File: src/rtl/mac_accum_if.sv
// Streaming bundle for mac_accum: activation/weight/bias beats in, one dot-product sum out.
// The master side drives the beats and out_ready; the slave side is the accumulator.
interface mac_accum_if #(
  parameter int DATA_WIDTH   = 8,
  parameter int WEIGHT_WIDTH = 8,
  parameter int SUM_WIDTH    = 32
);
  logic                    in_valid;
  logic                    in_ready;
  logic [DATA_WIDTH-1:0]   in_act;
  logic [WEIGHT_WIDTH-1:0] in_weight;
  logic [SUM_WIDTH-1:0]    in_bias;
  logic                    out_valid;
  logic                    out_ready;
  logic [SUM_WIDTH-1:0]    out_sum;

  modport master (
    output in_valid, in_act, in_weight, in_bias, out_ready,
    input  in_ready, out_valid, out_sum
  );

  modport slave (
    input  in_valid, in_act, in_weight, in_bias, out_ready,
    output in_ready, out_valid, out_sum
  );
endinterface

File: src/rtl/mac_accum.sv
// Dot-product accumulator: registered multiply, bias-seeded accumulate, one held sum per vector.
// Optional macro MAC_ACCUM_SAT_EN makes every accumulate step saturate instead of wrapping.
module mac_accum #(
  parameter int DATA_WIDTH   = 8,
  parameter int WEIGHT_WIDTH = 8,
  parameter int SUM_WIDTH    = 32,
  parameter int NUM_IN       = 16
) (
  input  logic        clk,
  input  logic        rst,
  mac_accum_if.slave  bus
);
  localparam int PROD_W = DATA_WIDTH + WEIGHT_WIDTH;
  localparam int CNT_W  = (NUM_IN > 1) ? $clog2(NUM_IN) : 1;
  localparam logic [CNT_W-1:0] CNT_LAST = CNT_W'(NUM_IN - 1);

  typedef enum logic [1:0] {ACC, DRAIN, OUT} state_t;

  state_t                state_reg, state_next;
  logic [CNT_W-1:0]      cnt_reg;
  logic [PROD_W-1:0]     prod_reg;
  logic                  p_valid_reg;
  logic                  p_first_reg;
  logic [SUM_WIDTH-1:0]  bias_reg;
  logic [SUM_WIDTH-1:0]  acc_reg;
  logic [SUM_WIDTH-1:0]  acc_next;
  logic                  out_valid_reg;
  logic [SUM_WIDTH-1:0]  out_sum_reg;

  logic                  in_ready_int;
  logic                  accept;
  logic                  last_beat;
  logic                  handshake;
  logic [PROD_W-1:0]     act_ext;
  logic [PROD_W-1:0]     weight_ext;
  logic [PROD_W-1:0]     prod_next;
  logic [SUM_WIDTH-1:0]  prod_ext;
  logic [SUM_WIDTH-1:0]  addend;

  assign accept    = bus.in_valid && in_ready_int;
  assign last_beat = (cnt_reg == CNT_LAST);
  assign handshake = out_valid_reg && bus.out_ready;

  // Operands are widened to the product width so the truncated product is the exact signed result.
  assign act_ext    = {{WEIGHT_WIDTH{bus.in_act[DATA_WIDTH-1]}}, bus.in_act};
  assign weight_ext = {{DATA_WIDTH{bus.in_weight[WEIGHT_WIDTH-1]}}, bus.in_weight};
  assign prod_next  = act_ext * weight_ext;

  generate
    if (SUM_WIDTH > PROD_W) begin : g_sext
      assign prod_ext = {{(SUM_WIDTH-PROD_W){prod_reg[PROD_W-1]}}, prod_reg};
    end else begin : g_nosext
      assign prod_ext = prod_reg;
    end
  endgenerate

  assign addend = p_first_reg ? bias_reg : acc_reg;

`ifdef MAC_ACCUM_SAT_EN
  logic [SUM_WIDTH:0] sum_wide;
  always_comb begin
    sum_wide = {addend[SUM_WIDTH-1], addend} + {prod_ext[SUM_WIDTH-1], prod_ext};
    acc_next = sum_wide[SUM_WIDTH-1:0];
    // Top two bits disagree only on overflow; the extra bit carries the true sign.
    if (sum_wide[SUM_WIDTH] != sum_wide[SUM_WIDTH-1]) begin
      acc_next = sum_wide[SUM_WIDTH] ? {1'b1, {(SUM_WIDTH-1){1'b0}}}
                                     : {1'b0, {(SUM_WIDTH-1){1'b1}}};
    end
  end
`else
  always_comb begin
    acc_next = addend + prod_ext;
  end
`endif

  // State register
  always_ff @(posedge clk) begin
    if (rst) state_reg <= ACC;
    else     state_reg <= state_next;
  end

  // Next-state logic
  always_comb begin
    state_next = state_reg;
    case (state_reg)
      ACC:     if (accept && last_beat) state_next = DRAIN;
      DRAIN:   state_next = OUT;
      OUT:     if (handshake) state_next = ACC;
      default: state_next = ACC;
    endcase
  end

  // Output logic
  always_comb begin
    in_ready_int = 1'b0;
    case (state_reg)
      ACC:     in_ready_int = !rst;
      default: in_ready_int = 1'b0;
    endcase
  end

  always_ff @(posedge clk) begin
    if (rst) begin
      cnt_reg       <= '0;
      prod_reg      <= '0;
      p_valid_reg   <= 1'b0;
      p_first_reg   <= 1'b0;
      bias_reg      <= '0;
      acc_reg       <= '0;
      out_valid_reg <= 1'b0;
      out_sum_reg   <= '0;
    end else begin
      p_valid_reg <= accept;
      if (accept) begin
        cnt_reg     <= last_beat ? '0 : cnt_reg + CNT_W'(1);
        prod_reg    <= prod_next;
        p_first_reg <= (cnt_reg == '0);
        if (cnt_reg == '0) bias_reg <= bus.in_bias;
      end

      if (p_valid_reg)    acc_reg <= acc_next;
      else if (handshake) acc_reg <= '0;

      // The sum is captured one cycle into OUT, after the last product has landed.
      if (state_reg == OUT && !out_valid_reg) begin
        out_valid_reg <= 1'b1;
        out_sum_reg   <= acc_reg;
      end else if (handshake) begin
        out_valid_reg <= 1'b0;
      end
    end
  end

  assign bus.in_ready  = in_ready_int;
  assign bus.out_valid = out_valid_reg;
  assign bus.out_sum   = out_sum_reg;
endmodule

File: src/flat_wrapper.sv
// flat-port wrapper written by rule: the top's interface ports become plain ports
module mac_accum_flat 
#(
  parameter int DATA_WIDTH   = 8,
  parameter int WEIGHT_WIDTH = 8,
  parameter int SUM_WIDTH    = 32,
  parameter int NUM_IN       = 16
)
  (clk, rst, bus_in_valid, bus_in_act, bus_in_weight, bus_in_bias, bus_out_ready, bus_in_ready, bus_out_valid, bus_out_sum);
  mac_accum_if #(.DATA_WIDTH(DATA_WIDTH), .WEIGHT_WIDTH(WEIGHT_WIDTH), .SUM_WIDTH(SUM_WIDTH)) bus_i ();
  input  logic clk;
  input  logic rst;
  input wire logic [$bits(bus_i.in_valid)-1:0] bus_in_valid;
  input wire logic [$bits(bus_i.in_act)-1:0] bus_in_act;
  input wire logic [$bits(bus_i.in_weight)-1:0] bus_in_weight;
  input wire logic [$bits(bus_i.in_bias)-1:0] bus_in_bias;
  input wire logic [$bits(bus_i.out_ready)-1:0] bus_out_ready;
  output wire logic [$bits(bus_i.in_ready)-1:0] bus_in_ready;
  output wire logic [$bits(bus_i.out_valid)-1:0] bus_out_valid;
  output wire logic [$bits(bus_i.out_sum)-1:0] bus_out_sum;
  assign bus_i.in_valid = bus_in_valid;
  assign bus_i.in_act = bus_in_act;
  assign bus_i.in_weight = bus_in_weight;
  assign bus_i.in_bias = bus_in_bias;
  assign bus_i.out_ready = bus_out_ready;
  assign bus_in_ready = bus_i.in_ready;
  assign bus_out_valid = bus_i.out_valid;
  assign bus_out_sum = bus_i.out_sum;
  mac_accum #(.DATA_WIDTH(DATA_WIDTH), .WEIGHT_WIDTH(WEIGHT_WIDTH), .SUM_WIDTH(SUM_WIDTH), .NUM_IN(NUM_IN)) u_core (.clk(clk), .rst(rst), .bus(bus_i));
endmodule
File: config.mk
export PLATFORM = sky130hd
export DESIGN_NAME = mac_accum_flat
export DESIGN_NICKNAME = d
export VERILOG_FILES = /design/src/rtl/mac_accum_if.sv /design/src/rtl/mac_accum.sv /design/src/flat_wrapper.sv
export SDC_FILE = /design/constraint.sdc
export NUM_CORES = 1
export LEC_CHECK = 0
export BUFFER_PORTS_ARGS = -buffer_cell sky130_fd_sc_hd__buf_4
export CORE_ASPECT_RATIO = 0.7
export CORE_MARGIN = 1
export CORE_UTILIZATION = 55
export DETAILED_ROUTE_END_ITERATION = 10
export PLACE_DENSITY = 0.78
export RECOVER_POWER = 100
export SETUP_SLACK_MARGIN = 0.5
export SYNTH_ARGS = -nofsm -noshare
export SYNTH_HDL_FRONTEND = slang
export SYNTH_SLANG_ARGS = --single-unit
File: constraint.sdc
create_clock -name clk -period 4.8 [get_ports clk]
set_input_delay 0.96 -clock clk [delete_from_list [all_inputs] [get_ports clk]]
set_output_delay 0.96 -clock clk [all_outputs]
set_load 0.02 [all_outputs]
# Yosys cells after proc, flatten, opt, wreduce, memory -nomap -nowiden
# Cells that the tools add are included.
# W data, S select, Z words.
[totals]
reg_bits = 121
output_inout_bits = 34
wordCells = 39
[op_classes]
addsub = 2
mul = 1
eq_ne = 5
muxes = 10
n_reduce_logical = 12
[ops]
columns = ["operator", "n"]
rows = [
  ["$mux W32", 3],
  ["$add A32 B32 Y32", 1],
  ["$mul A8 B8 Y16", 1],
  ["$pmux W2 S3", 1],
  ["$add A4 B1 Y4 const B", 1],
  ["$eq A4 B4 Y1 const B", 1],
  ["$logic_and A1 B1 Y1", 4],
  ["$logic_not A4 Y1", 1],
  ["$mux W2", 2],
  ["$mux W4", 1],
  ["$ne A2 B1 Y1 const B", 2],
  ["$reduce_and A2 Y1", 2],
  ["$reduce_bool A2 Y1", 2],
  ["$mux W1", 3],
  ["$eq A2 B1 Y1 const B", 1],
  ["$eq A2 B2 Y1 const B", 1],
  ["$logic_not A1 Y1", 2],
  ["$logic_not A2 Y1", 1],
]

# Logic depth before layout (Yosys ltp)
# Gate-level depths: netlist (run 1).
[depth]
depth_word = 6
ltp_mapped = 19
depth_no_buf = 19

# Worst setup path after synthesis (run 1)
# No wires, ideal clock.
[synth_timing]
kind = "input to register"
start = "input bus_in_act[3]"
end = "register u_core.prod_reg[14]"
setup_ns = 0.132
t_arrival_ns = 4.754
path_slack_ns = -0.086
stages = 18
n_path_buf = 0
cell_sequence = "and2_1 fa_1 inv_1 fa_1 inv_1 fa_1 inv_1 fa_1 inv_1 ha_1 o21ai_1 a21boi_0 o21ai_1 a21oi_1 o2111ai_1 and4_1 o21ai_0 a21oi_1"
[synth_via]
elab_chain_cells = 1
[synth_lines]
columns = ["element", "line", "rtl"]
rows = [
  ["start, declared", "flat_wrapper.sv:14", "input wire logic [$bits(bus_i.in_act)-1:0] bus_in_act;"],
  ["$mul A8 B8 Y16", "mac_accum.sv:47", "assign prod_next = act_ext * weight_ext;"],
  ["end signal, assigned", "mac_accum.sv:116", "prod_reg <= prod_next;"],
  ["end, declared", "mac_accum.sv:21", "logic [PROD_W-1:0] prod_reg;"],
]
# Every way passes these cells.
# A chain may end at the register's enable or synchronous reset.

# Worst setup path after layout (run 1)
[layout_timing]
start = "input bus_in_weight[2]"
end = "register u_core.prod_reg[14]"
[layout_via]
elab_chain_cells = 1
[layout_lines]
columns = ["element", "line", "rtl"]
rows = [
  ["start, declared", "flat_wrapper.sv:15", "input wire logic [$bits(bus_i.in_weight)-1:0] bus_in_weight;"],
  ["$mul A8 B8 Y16", "mac_accum.sv:47", ""],
]
# Every way passes these cells.

==> metrics, run 1 <==
die width=150 um; setup_tns=0 ps; # H-tree levels=4; Critical Path Sink Type=flop; Iteration-0 DRC Markers=629; Mapped Cells=1017; total grt overflow=0; main area contributors after synthesis=dfxtp_1 29%, fa_1 13%, ha_1 9.2%; hold_buf cts=0; cts bufs inserted=17; Yosys top cell area share=0.286; Max Root-Sink Buffers=2; Antenna Cells=0; vias in the first global route=7100; clock-pin slew on the worst setup and hold paths=50 ps; syn avg cell area=8.33 um2; Slew HR=-0.959; crit path cell chain=buf_8, and2_4, fa_1, inv_1, fa_1, inv_2, fa_1, inv_1, fa_1, inv_2, ha_4, o21ai_4, a21boi_2, o21ai_2, a21oi_2, o2111ai_2, and4_1, o21ai_1, a21oi_1; R2R depth=12; Fin. Hold Viols=0; Pre-antenna DRT Iters=5; first-pass GRT wire length=34100 um; critical path launch point type=input pin; Worst VDD drop=0.420 mV; worst reg2reg endpoint=u_core.acc_reg[28]; Simple-Gate Fraction of Synth Area=0.198; Synth Area in Compound Gates=0.147; Fmax=221 MHz; Hold Slack=452 ps; Setup WS post-layout=279 ps; initial antenna violation count=0; Syn Nets=1187; Post-route DRC=0; P_leak=0.00435 uW; post-synthesis register bit count=121; Slew Limit Fails=68; count of different cell masters after synthesis=57; fin crit share=0.942; most common cell in the netlist=nand2_1; crit-path max FO=7; status=finished, violations left; DP HPWL=14700 um; Layout area overhead=18.6%; Required @ worst endpoint=4970 ps; largest net degree at the start of global routing=68; clock tree from TritonCTS=yes; Post-synth ARST share=0; Post-Route Skew=10.9 ps; Area after DPL=9510 um2; Tmin final=4520 ps; Post-synth EDFFs=0; Placement Setup Slack=-128 ps; DR vias/cell=5.54; Warnings, synthesis=0; register area share after synthesis=0.286; Worst-Margin Slew=2940 ps; synth cell count leaders=199 x nand2_1, 121 x dfxtp_1, 110 x a21oi_1, 94 x inv_1, 62 x ha_1; mux contribution to synthesized area=0.0437; Layout Nets=1286; Placer Congestion=0.858; R2R setup slack=560 ps; area leader, netlist=dfxtp_1; Max-Cap Viols=1; Synth Flop Type=dfxtp_1; Crit Path Category=in2reg; CTS Sinks=121; Via Count=7329; worst-skew pair later-pin latency=430 ps; die area=15900 um2; worst r2r src=u_core.p_first_reg; main combinational cell family by area after synthesis=adder cells; Die Y=106 um; most used cell, CP=fa_1; Root Driver=clkbuf_16; CP peak stage delay=540 ps; total wire length=20400 um; PwrDens=426 nW/um2; wire per inst=15.4 um; Port Buf Inserts=85; Synth Area in Adders=0.224; Global Route Usage Sum=0.273; failing checks=max-capacitance violations, max-slew violations; ratio of cells with drive above 1 in the final layout=0.169; worst min path class=reg2reg; RSZ-0062 raised after global routing=yes; Slowest cell on crit path=fa_1; CP Capture Point=u_core.prod_reg[14]; Final Setup Violations=0; core box area=14900 um2; Mapped Area=8470 um2; critical path launch point=bus_in_weight[2]; Worst EP arrival=4690 ps; XOR/XNOR Fraction of Synth Area=0.0414; design area=10000 um2; number of nets still failing antenna checks after routing=0; total power=4280 uW; I/O pin count=86; Site Rows=37; Starting Density=0.570
[worst min path at each step]
stage                                start                     end  slack, ps  cells past startpoint
finish              u_core.bus.out_sum[31]  u_core.bus.out_sum[31]        450                      2
global route           u_core.bias_reg[15]     u_core.bias_reg[15]        470                      2
CTS                    u_core.bias_reg[15]     u_core.bias_reg[15]        450                      2
detailed placement     u_core.bias_reg[15]     u_core.bias_reg[15]        440                      2
global placement       u_core.bias_reg[12]     u_core.bias_reg[12]        440                      2
floorplan               u_core.bias_reg[0]      u_core.bias_reg[0]        430                      2
[worst max-delay path, delay by kind of cell]
family	cells	cell delay, ps
compound gates	7	800
fa+ha+maj	5	2330
buf+inv	5	290
simple gates	2	320
[routing by layer]
layer,share of wire,global-route usage
met5,0,0
met1,0.48,0.395
met2,0.44,0.417
met4,0.013,0.0700
met3,0.063,0.0494
[repair_timing]
item / CTS / global route
pin swaps: 17 / 15
setup endpoints to repair: 6 / 7
gates resized for setup: 26 / 11
buffers inserted: 5 / 4
endpoints found under the hold margin: 0 / 0
[cell usage in the layout (no fill, tap or decap), drive strengths merged, types with 4 or more instances in the layout]
cell	n
clkbuf	61
xnor2	26
nand2	199
dfxtp	121
a31oi	9
a21oi	111
and3	6
mux2	32
nand2b	8
a211oi	5
or3	4
fa	56
nand3	13
nor2	43
a21o	12
buf	81
nor2b	14
a22oi	13
nand4	4
ha	62
xor2	14
clkinv	6
nor3	11
inv	95
o21ai	34
and2	48
[layout make-up]
cell class / count / area [um2]
clock buffers: 20 / 447
clock inverters: 12 / 125
fillers: 1218 / 4810
inverters: 94 / 353
multi-input cells: 760 / 5650
flip-flops and latches: 121 / 2420
well taps: 195 / 244
repair buffers: 122 / 801
[kinds of logic after synthesis]
| family | after synthesis |
|---|---|
| muxes | 33 |
| xor gates and xnor gates | 40 |
| and+or+nand+nor | 362 |
| buffers and inverters | 136 |
| AOI/OAI and AO/OA | 207 |
| DFF | 121 |
| adders and majority gates | 118 |
[per-stage QoR]
stage / util / cells
4_1_cts: 0.688 / 1320
2_1_floorplan: - / 1017
5_1_grt: 0.676 / 1324
3_3_place_gp: 0.640 / 1283
3_5_place_dp: 0.640 / 1283
6_report: 0.676 / 1324
[report_power, final]
group	internal, uW	switching, uW
Sequential	1080	70.4
Combinational	921	970
Clock	773	468
Power figures use the tool's default switching activity.
==> run 2, diff against run 1 <==
--- a/config.mk
+++ b/config.mk
@@ -6,13 +6,14 @@
 export NUM_CORES = 1
 export LEC_CHECK = 0
 export BUFFER_PORTS_ARGS = -buffer_cell sky130_fd_sc_hd__buf_4
-export CORE_ASPECT_RATIO = 0.7
+export CORE_ASPECT_RATIO = 1.2
 export CORE_MARGIN = 1
 export CORE_UTILIZATION = 55
 export DETAILED_ROUTE_END_ITERATION = 10
 export PLACE_DENSITY = 0.78
 export RECOVER_POWER = 100
 export SETUP_SLACK_MARGIN = 0.5
+export SLEW_MARGIN = 20
 export SYNTH_ARGS = -nofsm -noshare
 export SYNTH_HDL_FRONTEND = slang
 export SYNTH_SLANG_ARGS = --single-unit
==> constraint.sdc (replaced) <==
create_clock -name clk -period 4.8 [get_ports clk]
set_input_delay 0 -clock clk [delete_from_list [all_inputs] [get_ports clk]]
set_output_delay 0 -clock clk [all_outputs]
set_load 0.02 [all_outputs]
==> metrics, run 2 (same netlist as run 1, synthesis figures left out) <==
status=finished, violations left; failing checks=max-capacitance violations, max-slew violations; Port Buf Inserts=85; Max-Cap Viols=1; Final Setup Violations=0; Worst VDD drop=0.239 mV; gr busiest metal=met2; Critical Path Sink Type=flop; post_cts resized=0; ratio of cells with drive above 1 in the final layout=0.113; Slowest cell on crit path=dfxtp_1; Die Y=138 um; Post-route DRC=0; Fin. Hold Viols=0; die width=115 um; Placement Setup Slack=462 ps; Setup WS post-layout=664 ps; register share of total power=0.301; Root Driver=clkbuf_16; # fillers=1253; commonest non-fill, non-tap cell in the layout=nand2_1; Fmax=242 MHz; total power=3860 uW; Placer Congestion=0.905; met1 Track Usage GR=0.301; cts bufs inserted=17; Pre-antenna DRT Iters=5; Final Util=0.668; P_leak=0.00436 uW; postcts setup bufs=0; Sw Ratio=0.354; hold_buf cts=35; Worst-Margin Slew=1700 ps; total wire length=19500 um; met3 Track Usage GR=0.0411; RSZ-0062 raised after global routing=no; Max Root-Sink Buffers=2; # H-tree levels=4; fin crit share=0.862; Slew Limit Fails=34; worst min path class=in2reg; commonest non-fill, non-tap cells in the layout=199 x nand2_1, 121 x dfxtp_1, 110 x a21oi_1, 94 x inv_1, 62 x ha_1; internal power=2490 uW; total grt overflow=0; core box area=15000 um2; initial antenna violation count=0; Slew HR=-0.131; Tmin final=4140 ps; Post-Route Skew=9.05 ps; Layout area overhead=18.4%; Antenna Cells=0; crit path cell chain=clkbuf_1, mux2_1, fa_1, a21oi_1, nor2_1, nor3_1, nor4b_4, o21ai_4, a31oi_4, o21a_1, or3_1, a32o_1; Via Count=7197; Hold Slack=9.05 ps; first-pass GRT wire length=31400 um; DP HPWL=14300 um; Psw=1360 uW; die area=15900 um2; Gate power share=0.389; Crit Path Category=reg2reg; largest net degree at the start of global routing=106; Required @ worst endpoint=5110 ps; critical path launch point type=flop; CP peak stage delay=580 ps; vias in the first global route=6829; Layout Nets=1294; met2 Usage GRT=0.453; Starting Density=0.564; Worst EP arrival=4440 ps; clock share of power=0.310; PwrDens=385 nW/um2; setup_tns=0 ps; Site Rows=49; clock-pin slew on the worst setup and hold paths=60 ps; I/O pin count=86; crit-path max FO=11; CTS Sinks=121; DR vias/cell=5.37; Global Route Usage Sum=0.252; Iteration-0 DRC Markers=525; number of nets still failing antenna checks after routing=0; clock tree from TritonCTS=yes; worst-skew pair later-pin latency=420 ps; wire per inst=14.6 um
==> run 2: cell type report <==
class | instances | area [um2] | area share
Clock buffer | 18 | 439 | 0.0438
Sequential cell | 121 | 2420 | 0.242
Multi-Input combinational cell | 760 | 5520 | 0.551
Timing Repair Buffer | 130 | 913 | 0.0911
Clock inverter | 14 | 123 | 0.0122
Inverter | 94 | 353 | 0.0352
Tap cell | 204 | 255 | 0.0254
==> run 2: per-stage QoR <==
| step | cell area, um2 | std cells |
|---|---|---|
| 3_3_place_gp | 9290 | 1274 |
| 5_1_grt | 10000 | 1341 |
| 2_1_floorplan | 8470 | 1017 |
| 4_1_cts | 10200 | 1341 |
| 3_5_place_dp | 9290 | 1274 |
| 6_report | 10000 | 1341 |
==> run 2: routing by layer <==
metal,part of all wire,wire [um]
met2,0.51,10000
met1,0.43,8400
met3,0.039,755
met5,0,0
met4,0.019,362
==> run 2: final timing paths <==
path	startpoint	end	slack, ps	cells after the start
worst max-delay path	u_core.p_first_reg	u_core.acc_reg[26]	660	12
worst min-delay path	bus_in_valid	u_core.cnt_reg[3]	9	3
worst max register to register	u_core.p_first_reg	u_core.acc_reg[26]	660	12
worst min register to register	u_core.bias_reg[24]	u_core.bias_reg[24]	450	2
==> run 2: worst max-delay path, delay by kind of cell (launching register included) <==
kind / cells / cell delay, ps
flops: 1 / 580
simple gates: 4 / 1020
mux: 1 / 430
fa+ha+maj: 1 / 430
buf+inv: 1 / 560
compound gates: 5 / 990
==> run 2: power by group through the flow <==
stage	Clock, uW	Combinational (uW)	Sequential (uW)
4_1_cts	1200	1520	1160
6_report	1200	1500	1160
3_3_place_gp	0	1450	1180
2_1_floorplan	0	1210	1140
3_5_place_dp	0	1490	1180
5_1_grt	1260	1720	1170
==> run 3, diff against run 2 <==
--- a/config.mk
+++ b/config.mk
@@ -6,11 +6,13 @@
 export NUM_CORES = 1
 export LEC_CHECK = 0
 export BUFFER_PORTS_ARGS = -buffer_cell sky130_fd_sc_hd__buf_4
+export CELL_PAD_IN_SITES_DETAIL_PLACEMENT = 0
+export CELL_PAD_IN_SITES_GLOBAL_PLACEMENT = 1
 export CORE_ASPECT_RATIO = 1.2
 export CORE_MARGIN = 1
-export CORE_UTILIZATION = 55
+export CORE_UTILIZATION = 41
 export DETAILED_ROUTE_END_ITERATION = 10
-export PLACE_DENSITY = 0.78
+export PLACE_DENSITY_LB_ADDON = 0.1
 export RECOVER_POWER = 100
 export SETUP_SLACK_MARGIN = 0.5
 export SLEW_MARGIN = 20
==> metrics, run 3 (same netlist as run 1, synthesis figures left out) <==
status=finished, violations left; failing checks=max-capacitance violations, max-slew violations; Crit Path Category=reg2reg; Placer Congestion=0.790; clock-pin slew on the worst setup and hold paths=60 ps; first-pass GRT wire length=34900 um; Critical Path Sink Type=flop; worst min path class=in2reg; Required @ worst endpoint=5110 ps; # H-tree levels=4; Via Count=7026; Layout Nets=1301; largest net degree at the start of global routing=83; Fin. Hold Viols=0; Max Root-Sink Buffers=2; wire per inst=14.8 um; critical path launch point type=flop; Slew HR=-1.42; Hold Slack=157 ps; P_leak=0.00443 uW; worst-skew pair later-pin latency=420 ps; clock tree from TritonCTS=yes; Worst-Margin Slew=3630 ps; vias in the first global route=7031; sequential cell area=2420 um2; die area=21200 um2; I/O pin count=86; Fmax=237 MHz; Slew Limit Fails=116; die width=133 um; worst r2r src=u_core.p_first_reg; RSZ-0062 raised after global routing=no; Antenna Cells=0; DR vias/cell=4.99; Worst EP arrival=4530 ps; Die Y=159 um; cts bufs inserted=17; hold_sp=bus_in_weight[2]; commonest non-fill, non-tap cell in the layout=nand2_1; critical path launch point=u_core.p_first_reg; total wire length=20900 um; Starting Density=0.418; Root Driver=clkbuf_16; # fillers=2089; commonest non-fill, non-tap cells in the layout=199 x nand2_1, 121 x dfxtp_1, 110 x a21oi_1, 94 x inv_1, 62 x ha_1; Layout area overhead=20.8%; crit-path max FO=15; Max-Cap Viols=2; number of nets still failing antenna checks after routing=0; Iteration-0 DRC Markers=337; Worst VDD drop=0.184 mV; PwrDens=392 nW/um2; Post-route DRC=0; setup_tns=0 ps; Pre-antenna DRT Iters=4; total power=4010 uW; combined area of the multi-input logic cells=5510 um2; core box area=20300 um2; Final Setup Violations=0; Port Buf Inserts=85; CTS Sinks=121; initial antenna violation count=0; ratio of cells with drive above 1 in the final layout=0.113; post_cts resized=0; DP HPWL=15500 um; fin crit share=0.880; Site Rows=57; Tmin final=4230 ps; Post-Route Skew=13.1 ps; Global Route Usage Sum=0.206; total grt overflow=0
==> run 3: final timing paths <==
check	endpoint	slack, ps	cells past startpoint
setup reg to reg	u_core.acc_reg[26]	570	12
setup / recovery	u_core.acc_reg[26]	570	12
hold reg to reg	u_core.bus.out_sum[21]	450	2
hold / removal	u_core.prod_reg[2]	160	5
==> run 3: metrics by stage <==
stage	worst slack (ps)	utilization	std cells	area (um2)
final	574	0.505	1409	10200
after global routing	340	0.505	1409	10200
after CTS	871	0.514	1409	10400
after detailed placement	441	0.462	1334	9360
after global placement	488	0.462	1334	9360
after floorplan	874	-	1017	8470
==> run 3: repair_timing <==
item / in CTS / in global routing
endpoints found under the hold margin: 51 / 0
hold buffers: 43 / 0
buffers inserted: 0 / 0
==> run 3: metal layers <==
metal,vias to the layer above,global-route usage,part of all wire
li1,3604,-,-
met1,3293,0.255,0.46
met2,106,0.371,0.50
met3,23,0.0248,0.027
met4,0,0.0584,0.015
met5,-,0,0
==> run 3: where the power goes <==
part           switching [uW]  internal (uW)
logic                     810            692
clock network             497            865
registers                67.0           1080
total                    1370           2640
==> run 3: final cells by class <==
| class | instances | share of cell area |
|---|---|---|
| sequential | 121 | 0.237 |
| clock inverter | 12 | 0.0159 |
| inverter | 94 | 0.0345 |
| clock buffer | 20 | 0.0456 |
| tap | 265 | 0.0324 |
| timing repair buffer | 137 | 0.0963 |
| multi-input combinational | 760 | 0.539 |
==> run 3: critical path, cell delays in order (launching register included) <==
cell	delay [ps]
dfxtp_1	480
clkbuf_1	740
mux2_1	420
ha_1	350
a21oi_1	190
nand2_1	120
nor3_1	500
nor4b_4	150
o21ai_4	180
a31oi_1	200
o21a_1	230
or3_1	300
a32o_1	240
